===== src/rtl/zx_sram_arbiter.sv =====
// Shared video/system SRAM arbiter: serialises CHANNELS masters into fixed-length SRAM cycles.
// Define ARB_ROUND_ROBIN_EN for round-robin arbitration; otherwise fixed priority, index 0 highest.
module zx_sram_arbiter #(
    parameter int CHANNELS      = 3,
    parameter int AW            = 19,
    parameter int DW            = 8,
    parameter int ACCESS_CYCLES = 4
) (
    input  logic                   clk28,
    input  logic                   rst_n,
    input  logic [CHANNELS-1:0]    req,
    input  logic [CHANNELS-1:0]    we,
    input  logic [CHANNELS*AW-1:0] addr,
    input  logic [CHANNELS*DW-1:0] wdata,
    output logic [CHANNELS-1:0]    gnt,
    output logic [CHANNELS-1:0]    ack,
    output logic [DW-1:0]          rdata,
    output logic                   busy,
    output logic [AW-1:0]          va,
    output logic [DW-1:0]          vd_o,
    output logic                   vd_oe,
    input  logic [DW-1:0]          vd_i,
    output logic                   n_vrd,
    output logic                   n_vwr
);
    localparam int CW = ($clog2(ACCESS_CYCLES) < 2) ? 2 : $clog2(ACCESS_CYCLES);
    localparam int PW = (CHANNELS > 1) ? $clog2(CHANNELS) : 1;
    localparam logic [CW-1:0] LAST_CNT = CW'(ACCESS_CYCLES - 1);

    typedef enum logic {IDLE, ACCESS} state_t;

    state_t        state, state_nxt;
    logic [CW-1:0] cnt;
    logic [PW-1:0] cur_idx;
    logic [PW-1:0] win_idx;
    logic          cur_we;
    logic          last_cycle;
    logic          arb;
`ifdef ARB_ROUND_ROBIN_EN
    logic [PW-1:0] rr_ptr;
    logic          rr_found;
`endif

    assign last_cycle = (state == ACCESS) && (cnt == LAST_CNT);

    always_comb begin : winner_select
        win_idx = '0;
`ifdef ARB_ROUND_ROBIN_EN
        // Search starts one past the previous winner and wraps.
        rr_found = 1'b0;
        for (int k = 1; k <= CHANNELS; k++) begin
            if (!rr_found && req[PW'((int'(rr_ptr) + k) % CHANNELS)]) begin
                rr_found = 1'b1;
                win_idx  = PW'((int'(rr_ptr) + k) % CHANNELS);
            end
        end
`else
        for (int k = CHANNELS - 1; k >= 0; k--) begin
            if (req[PW'(k)]) win_idx = PW'(k);
        end
`endif
    end

    always_comb begin : fsm_next
        // NOTE: every signal driven here gets a default first, so no latch is inferred.
        arb       = 1'b0;
        state_nxt = state;
        if ((state == IDLE || last_cycle) && |req) begin
            arb       = 1'b1;
            state_nxt = ACCESS;
        end else if (last_cycle) begin
            state_nxt = IDLE;
        end
    end

    always_ff @(posedge clk28 or negedge rst_n) begin : fsm_state
        // NOTE: sequential state uses non-blocking assignments so every flop samples pre-edge values.
        if (!rst_n) state <= IDLE;
        else        state <= state_nxt;
    end

    always_ff @(posedge clk28 or negedge rst_n) begin : datapath
        if (!rst_n) begin
            cnt     <= '0;
            cur_idx <= '0;
            cur_we  <= 1'b0;
            gnt     <= '0;
            ack     <= '0;
            rdata   <= '0;
            busy    <= 1'b0;
            va      <= '0;
            vd_o    <= '0;
            vd_oe   <= 1'b0;
            n_vrd   <= 1'b1;
            n_vwr   <= 1'b1;
`ifdef ARB_ROUND_ROBIN_EN
            rr_ptr  <= '0;
`endif
        end else begin
            gnt <= '0;
            ack <= '0;
            if (last_cycle) begin
                ack[cur_idx] <= 1'b1;
                if (!cur_we) rdata <= vd_i;
            end
            if (arb) begin
                // Winner's request is latched straight into the SRAM pin registers.
                cnt          <= '0;
                cur_idx      <= win_idx;
                cur_we       <= we[win_idx];
                gnt[win_idx] <= 1'b1;
                busy         <= 1'b1;
                va           <= addr[win_idx*AW +: AW];
                vd_o         <= wdata[win_idx*DW +: DW];
                vd_oe        <= we[win_idx];
                n_vrd        <= we[win_idx];
                n_vwr        <= 1'b1;
`ifdef ARB_ROUND_ROBIN_EN
                rr_ptr       <= win_idx;
`endif
            end else if (last_cycle) begin
                cnt   <= '0;
                busy  <= 1'b0;
                vd_oe <= 1'b0;
                n_vrd <= 1'b1;
                n_vwr <= 1'b1;
            end else if (state == ACCESS) begin
                cnt   <= cnt + 1'b1;
                // Write strobe skips the first and last cycle for address/data setup and hold.
                n_vwr <= !(cur_we && (int'(cnt) + 1 <= ACCESS_CYCLES - 2));
            end
        end
    end
endmodule


===== config.mk =====
export PLATFORM = sky130hd
export DESIGN_NAME = zx_sram_arbiter
export DESIGN_NICKNAME = d
export VERILOG_FILES = /design/src/rtl/zx_sram_arbiter.sv
export SDC_FILE = /design/constraint.sdc
export NUM_CORES = 1
export LEC_CHECK = 0
export ABC_AREA = 1
export ABC_CLOCK_PERIOD_IN_PS = 4100
export CAP_MARGIN = 20
export CORE_MARGIN = 2
export CORE_UTILIZATION = 41
export DETAILED_ROUTE_END_ITERATION = 16
export PLACE_DENSITY = 0.86
export SYNTH_ARGS = -nofsm -noshare
export SYNTH_HDL_FRONTEND = slang
export SYNTH_SLANG_ARGS = --single-unit
export TNS_END_PERCENT = 50

===== constraint.sdc =====
create_clock -name clk28 -period 4.1 [get_ports clk28]
set_input_delay 1.23 -clock clk28 [delete_from_list [all_inputs] [get_ports clk28]]
set_output_delay 1.23 -clock clk28 [all_outputs]
set_load 0.02 [all_outputs]

==> results by group <==
Status
  • Status: completed

Route
  • Drt wl/cell: 12.5 µm
  • Met3 wire length: 387 µm
  • First drt pass iteration count: 4
  • Met1 WL: 2.56 mm
  • Vias per cell: 4.61
  • Post-DRT Antenna Nets: 0
  • DRC: 0
  • Routed met2 length: 2.99 mm
  • DR iter-0 viols: 89
  • Max Used Layer: met4
  • Final wirelength: 6.08 mm
  • DR vias: 2249

Place
  • Pre-CTS setup slack: 0.697 ns
  • PortBufs: 112
  • Gpl congestion: 0.825
  • HPWL after detailed placement: 4.36 mm

Worst setup path
  • Worst Setup Start Kind: primary input
  • Worst-path fanout max: 16
  • Top cell family by delay on the critical path: buffers and inverters
  • CP bufs+invs: 2
  • Critical path's slowest cell: clkdlybuf4s50_1
  • Worst EP arrival: 3.26 ns
  • Slowest cell delay on critical path: 0.89 ns
  • Crit path top cell by count: nand2_1
  • CP endpoint kind: flop
  • Data required time of the critical path: 4.29 ns
  • R2R Setup Slk: 2.40 ns
  • CP Class: primary input to flop
  • CP Cell Sequence: clkdlybuf4s50_1, nand2_1, buf_4, nand2_1, nand2_1, nand2_1, nand2_1

Layout
  • Share of post-route cells with drive strength above 1: 7.45%
  • Final nets: 515
  • Synth-to-layout area growth: 51.6%
  • Antenna diodes: 0
  • Most common cell after layout, fill and taps aside: nand2_1
  • Commonest cells after routing, fill and taps aside: nand2_1 (161), clkdlybuf4s50_1 (111), dfrtp_1 (46)

CTS
  • Clk slew on worst S/H paths: 0.08 ns
  • H-tree depth: 2
  • Clock sinks: 48
  • TritonCTS clock tree: built
  • Root Buffer: clkbuf_8
  • Post-CTS Setup Repair Bufs: 0
  • Later-pin clock latency in the skew report: 0.30 ns
  • Hold Buf Count CTS: 0
  • Max clock buf depth: 2
  • CTS Buf Count: 5
  • Post_cts resized: 0

STA
  • Unrepaired setup endpoints after global routing: no
  • FMAX: 0.325 GHz
  • Max-slew headroom: 53.2%
  • Setup ws final: 1.03 ns
  • Setup tns final: 0 ns
  • Setup-failing EPs final: 0
  • Pins Over Slew Limit: 0
  • Clock skew: 0.00489 ns
  • Fin crit period: 3.07 ns
  • Final hold violations: 0
  • Period Utilization, post-route: 75.0%
  • Worst slew pin tran: 0.701 ns

Synth
  • Synthesized area per cell: 7.72 µm²
  • Synth warn: 0
  • Mapped Cells: 308
  • Register area share after synthesis: 50.6%
  • Library cells used by synthesis: 23
  • Yosys reg bits: 48
  • Synth Cell Area: 2380 µm²

Floorplan
  • I/O Pins: 142
  • Die width: 80.2 µm
  • Initial core utilization: 42.9%
  • Die area: 6430 µm²
  • CORE AREA: 5540 µm²
  • Die Height: 80.2 µm
  • # rows: 27

Pwr
  • Worst vdd ir: 0.000305 V
  • PD cells: 653 nW/µm²
  • Clock group share of total power: 12.3%
  • Switching Fraction: 41.0%
  • Sequential Power Share: 34.6%
  • Internal cell power: 1390 µW
  • Combinational power share: 53.1%
  • Switching Power: 965 µW
  • Tot Pwr: 2350 µW
  • Leakage: 0.00185 µW

Global route
  • Gr usage total: 20.2%
  • First-pass GRT wire length: 10.1 mm
  • Largest net degree at the start of global routing: 49
  • Initial antenna violation count: 0
  • Vias in the first global route: 2240
  • Total global routing overflow: 0

Job
  • Number of max-cap violations: 0

Hold path
  • Min-delay worst type: flop to flop
power by group through the flow:
stage               Combinational [µW]  Sequential, µW  Clock [µW]
CTS                               1270             817         297
floorplan                          490            1050           0
detailed placement                1260             821           0
global route                      1370             844         318
finish                            1250             815         289
global placement                  1230             813           0
path summary, 6_finish.rpt:
| path | startpoint | endpoint | cells past startpoint |
|---|---|---|---|
| min | cur_idx[0]$_DFFE_PN0N_ | ack[0]$_DFF_PN0_ | 1 |
| max in group asynchronous | rst_n | gnt[0]$_DFF_PN0_ | 2 |
| min in group asynchronous | rst_n | va[16]$_DFFE_PN0N_ | 1 |
| min reg2reg | cur_idx[0]$_DFFE_PN0N_ | ack[0]$_DFF_PN0_ | 1 |
| max reg2reg | cnt[0]$_DFFE_PN0P_ | va[15]$_DFFE_PN0N_ | 6 |
| max | req[1] | cur_we$_DFFE_PN0N_ | 7 |
area by class of cell:
type | count | area [µm²]
clock buffer | 8 | 90.1
fill | 494 | 1930
tap | 72 | 90.1
multi-input combinational | 223 | 985
timing repair buffer | 116 | 1160
sequential | 48 | 1200
inverter | 21 | 78.8
layer usage:
| layer | vias to the layer above | GRT usage (%) |
|---|---|---|
| met2 | 70 | 35.1 |
| li1 | 1145 | - |
| met3 | 15 | 5.73 |
| met5 | - | 0 |
| met4 | 0 | 7.46 |
| met1 | 1019 | 23.7 |
synth_stat cells, drive strengths merged:
library cell / instances / area share [%]
a21oi: 1 / 0.68
and2: 1 / 0.32
buf: 16 / 4.7
clkbuf: 1 / 0.16
conb: 1 / 0.16
dfrtp: 46 / 48
dfstp: 2 / 2.2
ha: 3 / 1.6
inv: 21 / 3.3
nand2: 165 / 26
nand3: 31 / 6.5
nand4: 1 / 0.26
nor2: 8 / 1.6
o21ai: 9 / 3.2
or2: 2 / 0.53
cell families (layout without fill, tap and decap cells):
| logic type | count (synthesis) | count (layout) | synth area share (%) |
|---|---|---|---|
| AOI/OAI and AO/OA | 10 | 10 | 3.84 |
| DFF | 48 | 48 | 50.6 |
| buffers and inverters | 38 | 145 | 8.15 |
| adders and majority gates | 3 | 3 | 1.58 |
| other | 1 | 2 | 0.158 |
| and+or+nand+nor | 208 | 208 | 35.7 |
per-stage QoR:
step	hold WS (ns)	util (%)	area, µm²	instances
2_1_floorplan	0.425	-	2380	309
3_3_place_gp	0.438	63.1	3500	479
3_5_place_dp	0.451	63.1	3500	479
4_1_cts	0.463	64.7	3590	487
5_1_grt	0.477	65.1	3610	488
6_report	0.465	65.1	3610	488
flip-flops by register name, summed over array words and instances (netlist names):
| name | cells |
|---|---|
| vd_oe | 1 |
| cnt | 2 |
| rdata | 8 |
| n_vwr | 1 |
| ack | 3 |
| cur_we | 1 |
| state | 1 |
| n_vrd | 1 |
| vd_o | 8 |
| cur_idx | 1 |
| gnt | 2 |
| va | 19 |
No activity file was read; power rests on OpenSTA's default activity.
